--- config.mk ---
export PLATFORM = sky130hd
export DESIGN_NAME = tdm_codec_io
export DESIGN_NICKNAME = d
export VERILOG_FILES = /design/src/rtl/tdm_codec_io_pkg.sv /design/src/rtl/tdm_slot_shifter.sv /design/src/rtl/tdm_codec_io.sv
export SDC_FILE = /design/constraint.sdc
export NUM_CORES = 1
export LEC_CHECK = 0
export CORE_UTILIZATION = 59
export CTS_CLUSTER_SIZE = 40
export DETAILED_ROUTE_END_ITERATION = 7
export PLACE_DENSITY = 0.89
export SLEW_MARGIN = 40
export SYNTH_ARGS = -nofsm -noshare
export SYNTH_HDL_FRONTEND = slang
export SYNTH_SLANG_ARGS = --single-unit
export TNS_END_PERCENT = 100
--- constraint.sdc ---
create_clock -name clk_256fs -period 3.65 [get_ports clk_256fs]
set_input_delay 0.365 -clock clk_256fs [delete_from_list [all_inputs] [get_ports clk_256fs]]
set_output_delay 0.365 -clock clk_256fs [all_outputs]
set_load 0.05 [all_outputs]
--- src/rtl/tdm_codec_io_pkg.sv ---
// Shared constants for the 4-slot TDM codec interface.
// Frame, slot and bit-index field widths derive from these.
package tdm_codec_io_pkg;
    localparam int SLOT_BITS  = 32;
    localparam int N_CH       = 4;
    localparam int FRAME_CLKS = 256;
    localparam int CNT_W      = $clog2(FRAME_CLKS);
    localparam int SLOT_W     = $clog2(N_CH);
    localparam int BIT_W      = $clog2(SLOT_BITS);
endpackage

--- src/rtl/tdm_slot_shifter.sv ---
// W-bit slot shift register: parallel load, MSB-first shift,
// and a capture view of the word as it will be after the shift.
module tdm_slot_shifter #(
    parameter int W = 16
) (
    input  logic         clk_256fs,
    input  logic         rst_n,
    input  logic         load_i,
    input  logic [W-1:0] load_val_i,
    input  logic         shift_i,
    input  logic         ser_i,
    output logic [W-1:0] nxt_o,
    output logic         msb_o
);
    logic [W-1:0] sr_q, sr_d;

    always_comb begin
        nxt_o = {sr_q[W-2:0], ser_i};
        sr_d  = sr_q;
        if (load_i)
            sr_d = load_val_i;
        else if (shift_i)
            sr_d = nxt_o;
    end

    assign msb_o = sr_q[W-1];

    always_ff @(posedge clk_256fs or negedge rst_n) begin
        if (!rst_n)
            sr_q <= '0;
        else
            sr_q <= sr_d;
    end
endmodule

--- src/rtl/tdm_codec_io.sv ---
// TDM codec master: 256-clock frame, 4 slots of 32 bick,
// shadowed DAC playback and per-frame ADC capture.
module tdm_codec_io #(
    parameter int W    = 16,
    parameter int N_CH = 4
) (
    input  logic         clk_256fs,
    input  logic         rst_n,
    input  logic [W-1:0] dac0,
    input  logic [W-1:0] dac1,
    input  logic [W-1:0] dac2,
    input  logic [W-1:0] dac3,
    input  logic         sdin,
    output logic         bick,
    output logic         lrck,
    output logic         sdout,
    output logic [W-1:0] adc0,
    output logic [W-1:0] adc1,
    output logic [W-1:0] adc2,
    output logic [W-1:0] adc3,
    output logic         adc_valid,
    output logic         frame_start
);
    import tdm_codec_io_pkg::*;

    localparam int               LASTI = W - 1;
    localparam logic [BIT_W:0]   W_LIM = W[BIT_W:0];
    localparam logic [BIT_W-1:0] LAST  = LASTI[BIT_W-1:0];

    logic [CNT_W-1:0]  cnt_q, cnt_d;
    logic              bick_q, lrck_q, sdout_q, sdout_d;
    logic              valid_q, fs_q;
    logic [W-1:0]      dac_w    [N_CH];
    logic [W-1:0]      shadow_q [N_CH];
    logic [W-1:0]      hold_q   [N_CH];
    logic [W-1:0]      adc_q    [N_CH];
    logic [SLOT_W-1:0] slot_q, slot_d;
    logic [BIT_W-1:0]  idx_q, idx_d;
    logic              wrap, tx_load, tx_shift, rx_shift, rx_cap;
    logic [W-1:0]      tx_val, tx_nxt, rx_nxt;
    logic              tx_msb, rx_msb;
    logic              unused_bits;

    assign dac_w[0] = dac0;
    assign dac_w[1] = dac1;
    assign dac_w[2] = dac2;
    assign dac_w[3] = dac3;

    always_comb begin
        cnt_d    = cnt_q + 1'b1;
        slot_q   = cnt_q[CNT_W-1 -: SLOT_W];
        slot_d   = cnt_d[CNT_W-1 -: SLOT_W];
        idx_q    = cnt_q[BIT_W:1];
        idx_d    = cnt_d[BIT_W:1];
        wrap     = &cnt_q;
        tx_load  = &cnt_q[BIT_W:0];
        tx_shift = cnt_q[0] & ~tx_load;
        // slot 0 loads on the same edge the shadow captures it
        tx_val   = wrap ? dac_w[0] : shadow_q[slot_d];
        rx_shift = cnt_q[0] & ({1'b0, idx_q} < W_LIM);
        rx_cap   = cnt_q[0] & (idx_q == LAST);
        sdout_d  = sdout_q;
        if (tx_load)
            sdout_d = tx_val[W-1];
        else if (tx_shift)
            sdout_d = ({1'b0, idx_d} < W_LIM) & tx_nxt[W-1];
    end

    tdm_slot_shifter #(.W(W)) u_tx (
        .clk_256fs  (clk_256fs),
        .rst_n      (rst_n),
        .load_i     (tx_load),
        .load_val_i (tx_val),
        .shift_i    (tx_shift),
        .ser_i      (1'b0),
        .nxt_o      (tx_nxt),
        .msb_o      (tx_msb)
    );

    tdm_slot_shifter #(.W(W)) u_rx (
        .clk_256fs  (clk_256fs),
        .rst_n      (rst_n),
        .load_i     (1'b0),
        .load_val_i ('0),
        .shift_i    (rx_shift),
        .ser_i      (sdin),
        .nxt_o      (rx_nxt),
        .msb_o      (rx_msb)
    );

    assign unused_bits = ^{tx_nxt[W-2:0], tx_msb, rx_msb};

    always_ff @(posedge clk_256fs or negedge rst_n) begin
        if (!rst_n) begin
            cnt_q   <= '0;
            bick_q  <= 1'b0;
            lrck_q  <= 1'b1;
            sdout_q <= 1'b0;
            valid_q <= 1'b0;
            fs_q    <= 1'b0;
            for (int k = 0; k < N_CH; k++) begin
                shadow_q[k] <= '0;
                hold_q[k]   <= '0;
                adc_q[k]    <= '0;
            end
        end else begin
            cnt_q   <= cnt_d;
            bick_q  <= cnt_d[0];
            lrck_q  <= ~cnt_d[CNT_W-1];
            sdout_q <= sdout_d;
            valid_q <= wrap;
            fs_q    <= wrap;
            if (rx_cap)
                hold_q[slot_q] <= rx_nxt;
            if (wrap) begin
                for (int k = 0; k < N_CH; k++) begin
                    shadow_q[k] <= dac_w[k];
                    // W==32 finishes slot 3 on the wrap edge itself
                    adc_q[k] <= (rx_cap && slot_q == SLOT_W'(k))
                              ? rx_nxt : hold_q[k];
                end
            end
        end
    end

    assign bick        = bick_q;
    assign lrck        = lrck_q;
    assign sdout       = sdout_q;
    assign adc_valid   = valid_q;
    assign frame_start = fs_q;
    assign adc0        = adc_q[0];
    assign adc1        = adc_q[1];
    assign adc2        = adc_q[2];
    assign adc3        = adc_q[3];
endmodule
==> flow_summary.json, run 1 <==
{
  "timing.fmax_mhz": 372,
  "num_rows": 46,
  "async_reset_ff_share_pct": 100,
  "met2_usage_pct": 45.4,
  "synth_adder_area_share_pct": 0.131,
  "post_cts_buffers": 0,
  "use_met1_pct": 36.7,
  "start_util_pct": 60.3,
  "antenna_found_initial": 1,
  "slew_viol_final": 0,
  "min_path_type": "in -> reg",
  "drt.antenna.violating_nets": 0,
  "synth-seq-cells": 233,
  "syn-num-nets": 849,
  "yosysTopAreaCell": "dfrtp_1",
  "synth_area_leaders": "dfrtp_1 61%, mux2_2 17%, nand2_1 8.9%",
  "power_switching_uw": 1090,
  "sw_frac_of_total_pct": 20.5,
  "first_iter_violations": 420,
  "irDropWorstVdd_mv": 0.397,
  "routabilityCongestion": 0.801,
  "hold_path.startpoint": "dac1[10]",
  "period_minus_slack_ns": 2.69,
  "pwr_density_cell_mw_per_mm2": 445,
  "worstSetupEndpointType": "primary output",
  "use_met3_pct": 4.13,
  "nFillCells": 962,
  "cts_inserted_buffers": 23,
  "root_buffer": "clkbuf_16",
  "clockPowerShare_pct": 48.0,
  "clkLatencyLatePin_ns": 0.53,
  "crit_arrival_ns": 2.32,
  "grt_pass1_wl_um": 35100,
  "synthMuxAreaShare_pct": 21.5,
  "dp_hpwl_um": 13500,
  "max_slew_margin_pct": 54.0,
  "synth_cell_type_count": 37,
  "status": "finished, final reports clean",
  "max_slew.worst_pin.slew_ns": 0.690,
  "path_clk_slew_ns": 0.06,
  "crit_type": "reg -> out",
  "avgSynthCellArea_um2": 12.3,
  "clock-sinks": 233,
  "routed_wl_um": 21800,
  "ios": 136,
  "first_global_vias": 6659,
  "ys_seq_area_share_pct": 60.9,
  "power_frac_seq_pct": 49.1,
  "die_x_um": 129,
  "multi_input_area_mm2": 0.00350,
  "p_leak_uw": 0.00570,
  "design_power_total_uw": 5330,
  "maxCapViolCount": 0,
  "setup_viol": 0,
  "synth_edf_count": 0,
  "cp_max_fo": 13,
  "vias": 6467,
  "synth-simple-area-share_pct": 10.7,
  "layout_common_cells": "232 x dfrtp_1, 226 x nand2_1, 142 x mux2_2",
  "synth_ff_type": "dfrtp_1",
  "post_cts_resized": 0,
  "rsz0062_at_grt": "false",
  "start_kind": "flop",
  "syn_inst": 781,
  "finalSetupTns_ns": 0,
  "whs_ns": 0.371,
  "synth_top_family_by_area": "multiplexers",
  "regArea_mm2": 0.00583,
  "internal_power_uw": 4230,
  "cts_tree": "done",
  "core_mm2": 0.0159,
  "post_route_cells_drive_above_1_share_pct": 22.5,
  "clk_path_buf_depth": 3,
  "whs_path_depth": 3,
  "dr.pass1.iters": 5,
  "final_util_pct": 75.4,
  "dp_slack_ns": 1.13,
  "final_common_cell": "dfrtp_1",
  "syn_to_final_growth_pct": 25.0,
  "htree_levels": 1,
  "synth_xor_area_share_pct": 0.274,
  "avgViaCountPerCell": 5.61,
  "comb_power_share_pct": 2.9,
  "yosys.area.top_type_share_pct": 60.6,
  "ys_warn_count": 0,
  "grt.busiest_layer": "met2",
  "die_height_um": 129,
  "port_buffers": 135,
  "track_usage_pct": 27.5,
  "syn_area_mm2": 0.00957,
  "avgRoutedWirePerCell_um": 18.9,
  "grt_overflow": 0,
  "required_ns": 3.28,
  "grt_max_degree": 80,
  "r2r_cells": 7,
  "startpoint": "cnt_q[0]",
  "hold_viol_final": 0,
  "fin_crit_sh_pct": 73.6,
  "drc": 0,
  "final_nets": 986,
  "die_area_mm2": 0.0167,
  "fin_ws_ns": 0.965,
  "synth_compound_area_share_pct": 3.92,
  "finClkSkew_ns": 0.0135,
  "rr_startpoint": "cnt_q[0]"
}
-- Yosys cell counts, types with 2 or more instances --
cell	count
dfrtp_1	232
nand2_1	228
mux2_2	142
mux2i_1	45
o21ai_0	19
a21oi_1	17
buf_2	17
clkbuf_1	15
o2bb2ai_1	15
buf_6	5
inv_1	5
and2_1	4
buf_1	3
nand3_1	3
nor2_1	3
a21boi_0	2
and3_1	2
buf_4	2
nor3_4	2
or3_1	2
xnor2_1	2
-- sequential cells by signal, summed over array words and instances, names as in the netlist --
| signal | count |
|---|---|
| adc1 | 16 |
| adc2 | 16 |
| cnt_q | 8 |
| hold_q | 64 |
| u_rx.sr_q | 15 |
| sdout | 1 |
| adc3 | 16 |
| u_tx.sr_q | 15 |
| adc0 | 16 |
| lrck | 1 |
| frame_start | 1 |
| shadow_q | 64 |
-- repair_timing --
action | in CTS | in global routing
hold buffers | 1 | 0
hold endpoints to repair | 74 | 0
endpoints found under the setup margin | 0 | 0
-- cells by family after synthesis --
| kind of cell | after synthesis |
|---|---|
| compound gates | 59 |
| mux | 188 |
| fa+ha+maj | 1 |
| simple gates | 249 |
| buf+inv | 48 |
| xor+xnor | 3 |
| flops | 233 |
-- metal layers --
layer | part of all wire (%) | routed length, um
met5 | 0 | 0
met4 | 3.3 | 730
met3 | 5.3 | 1160
met2 | 49 | 10800
met1 | 42 | 9130
-- power groups by stage --
stage / clock network, uW / registers, uW / logic [uW]
finish: 2560 / 2620 / 153
global route: 2690 / 2620 / 169
detailed placement: 0 / 2660 / 154
floorplan: 0 / 2660 / 17.9
CTS: 2580 / 2620 / 156
global placement: 0 / 2660 / 151
-- worst max-delay path, cell delays in order, from the launching register on --
cell,delay (ns)
dfrtp_1,0.60
buf_4,0.33
clkdlybuf4s50_1,0.86
-- area by class of cell --
type / instances / share of cell area [%]
multi-input combinational: 500 / 29.2
sequential: 233 / 48.7
clock buffer: 32 / 5.51
timing repair buffer: 154 / 12.6
tap: 216 / 2.26
antenna: 1 / 0.0209
clock inverter: 10 / 1.40
inverter: 6 / 0.209
-- through the flow --
step                      cells  instance area [um^2]
after global placement     1108                 11100
after detailed placement   1108                 11100
after CTS                  1151                 12000
after global routing       1152                 12000
final                      1152                 12000
after floorplan             781                  9570
-- worst paths after layout --
check,to,slack [ns]
max,bick,0.96
min,shadow_q[42],0.37
max reg2reg,u_tx.sr_q[14],1.01
min reg2reg,shadow_q[61],0.47
max in group asynchronous,hold_q[11],2.23
min in group asynchronous,shadow_q[40],0.42
Note: power is estimated with default switching activity, not from simulation.
==> inputs of run 2 (changes only) <==
--- a/config.mk
+++ b/config.mk
@@ -5,10 +5,10 @@
 export SDC_FILE = /design/constraint.sdc
 export NUM_CORES = 1
 export LEC_CHECK = 0
-export CORE_UTILIZATION = 59
+export CORE_UTILIZATION = 54
 export CTS_CLUSTER_SIZE = 40
 export DETAILED_ROUTE_END_ITERATION = 7
-export PLACE_DENSITY = 0.89
+export PLACE_DENSITY = 0.83
 export SLEW_MARGIN = 40
 export SYNTH_ARGS = -nofsm -noshare
 export SYNTH_HDL_FRONTEND = slang
==> constraint.sdc (replaced) <==
create_clock -name clk_256fs -period 2.63 [get_ports clk_256fs]
set_input_delay 0.263 -clock clk_256fs [delete_from_list [all_inputs] [get_ports clk_256fs]]
set_output_delay 0.263 -clock clk_256fs [all_outputs]
set_load 0.05 [all_outputs]
==> flow_summary.json, run 2 (synthesis gave the netlist of run 1 again) <==
{
  "die_x_um": 135,
  "min_path_type": "in -> reg",
  "cts_inserted_buffers": 24,
  "cp_max_fo": 17,
  "rr_startpoint": "cnt_q[2]",
  "startpoint": "cnt_q[0]",
  "maxCapViolCount": 0,
  "r2r-end": "adc2[1]",
  "grt_pass1_wl_um": 33600,
  "drc": 0,
  "grt_max_degree": 95,
  "syn_to_final_growth_pct": 25.1,
  "hold_path.startpoint": "dac1[6]",
  "dr.pass1.iters": 4,
  "clk_path_buf_depth": 3,
  "slew_viol_final": 0,
  "max_slew.worst_pin.slew_ns": 0.732,
  "final_nets": 996,
  "timing.critical_path.buf_inv": 2,
  "cts_tree": "done",
  "track_usage_pct": 23.6,
  "core_mm2": 0.0173,
  "critPathTopFamily": "buffers and inverters",
  "largest_registers": "hold_q x64, shadow_q x64",
  "avgViaCountPerCell": 5.37,
  "finClkSkew_ns": 0.0100,
  "slowest_stage": "clkdlybuf4s50_1",
  "path_cells": "buf_4, clkdlybuf4s50_1",
  "die_height_um": 135,
  "start_kind": "flop",
  "slowest_delay_ns": 0.86,
  "hold_viol_final": 0,
  "routabilityCongestion": 0.776,
  "htree_levels": 1,
  "finalSetupTns_ns": 0,
  "clkLatencyLatePin_ns": 0.51,
  "worstSetupEndpointType": "primary output",
  "fin_crit_sh_pct": 89.3,
  "layout_common_cells": "231 x dfrtp_1, 227 x nand2_1, 142 x mux2_2",
  "post_cts_buffers": 0,
  "status": "finished, final reports clean",
  "crit_type": "reg -> out",
  "worst-path-stages": 2,
  "pwr_density_cell_mw_per_mm2": 584,
  "max_slew_margin_pct": 51.2,
  "endpoint": "bick",
  "num_rows": 48,
  "first_global_vias": 6403,
  "grt_overflow": 0,
  "r2r_slack_ns": 0.29,
  "path_clk_slew_ns": 0.06,
  "drt.antenna.violating_nets": 0,
  "routed_wl_um": 20700,
  "vias": 6282,
  "first_iter_violations": 372,
  "ios": 136,
  "start_util_pct": 55.4,
  "period_minus_slack_ns": 2.35,
  "timing.fmax_mhz": 426,
  "p_leak_uw": 0.00571,
  "r2r_cells": 6,
  "port_buffers": 135,
  "avgRoutedWirePerCell_um": 17.7,
  "required_ns": 2.37,
  "clock-sinks": 233,
  "post_route_cells_drive_above_1_share_pct": 23.0,
  "final_common_cell": "dfrtp_1",
  "root_buffer": "clkbuf_16",
  "setup_viol": 0,
  "crit_arrival_ns": 2.09,
  "antenna_found_initial": 0,
  "antenna_cells": 0,
  "design_power_total_uw": 6990,
  "die_area_mm2": 0.0183,
  "irDropWorstVdd_mv": 0.460,
  "rsz0062_at_grt": "false",
  "dp_hpwl_um": 13700
}
-- run 2: changes by cell type in the layout (fill, tap and decap cells not counted), sizes merged --
cell,delta
clkbuf,+2
buf,+9
diode,-1
clkinv,+3
clkinvlp,-1
bufinv,-4
-- run 2: how the worst min path moves through the flow --
stage / to / slack, ns / depth (start not counted)
2_1_floorplan: adc0[0] / -0.03 / 0
3_3_place_gp: shadow_q[56] / 0.32 / 1
3_5_place_dp: shadow_q[56] / 0.32 / 1
4_1_cts: shadow_q[41] / 0.27 / 3
5_1_grt: shadow_q[24] / 0.28 / 3
6_report: shadow_q[38] / 0.29 / 3
-- run 2: metal layers --
layer	routed length, um	up-vias	track usage [%]
met5	0	-	0
met4	559	0	7.93
met3	1250	36	4.75
met2	9940	150	37.8
met1	8930	3170	32.1
li1	-	2926	-
-- run 2: cell type report --
class	count	area [um^2]
Fill cell	1193	5320
Multi-Input combinational cell	500	3500
Tap cell	225	282
Clock buffer	34	689
Timing Repair Buffer	163	1610
Sequential cell	233	5830
Inverter	6	25.0
Clock inverter	8	43.8
-- run 2: metrics by stage --
step | cell area (um^2) | setup slack (ns) | util (%) | instances | hold slack (ns)
2_1_floorplan | 9580 | 0.107 | - | 781 | -0.0326
6_report | 12000 | 0.281 | 69.2 | 1169 | 0.287
4_1_cts | 12000 | 0.275 | 69.2 | 1169 | 0.274
3_3_place_gp | 11200 | 0.375 | 65.0 | 1126 | 0.320
3_5_place_dp | 11200 | 0.295 | 65.0 | 1126 | 0.323
5_1_grt | 12000 | 0.190 | 69.2 | 1169 | 0.281
-- run 2: tightest hold or removal path, delay by kind of cell --
family	cells	cell delay, ns
buffers and inverters	1	0.40
and+or+nand+nor	2	0.09
-- run 2: what timing repair did --
action	CTS	global route
gates resized for setup	0	0
endpoints found under the setup margin	0	0
hold buffers	1	0
hold endpoints to repair	87	0
-- run 2: where the power goes --
group	switching [uW]	leakage, uW	total [uW]	internal (uW)
sequential	23.8	0.00283	3630	3610
combinational	100	0.00251	216	115
clock	1320	0.000369	3140	1820
total	1450	0.00571	6990	5550
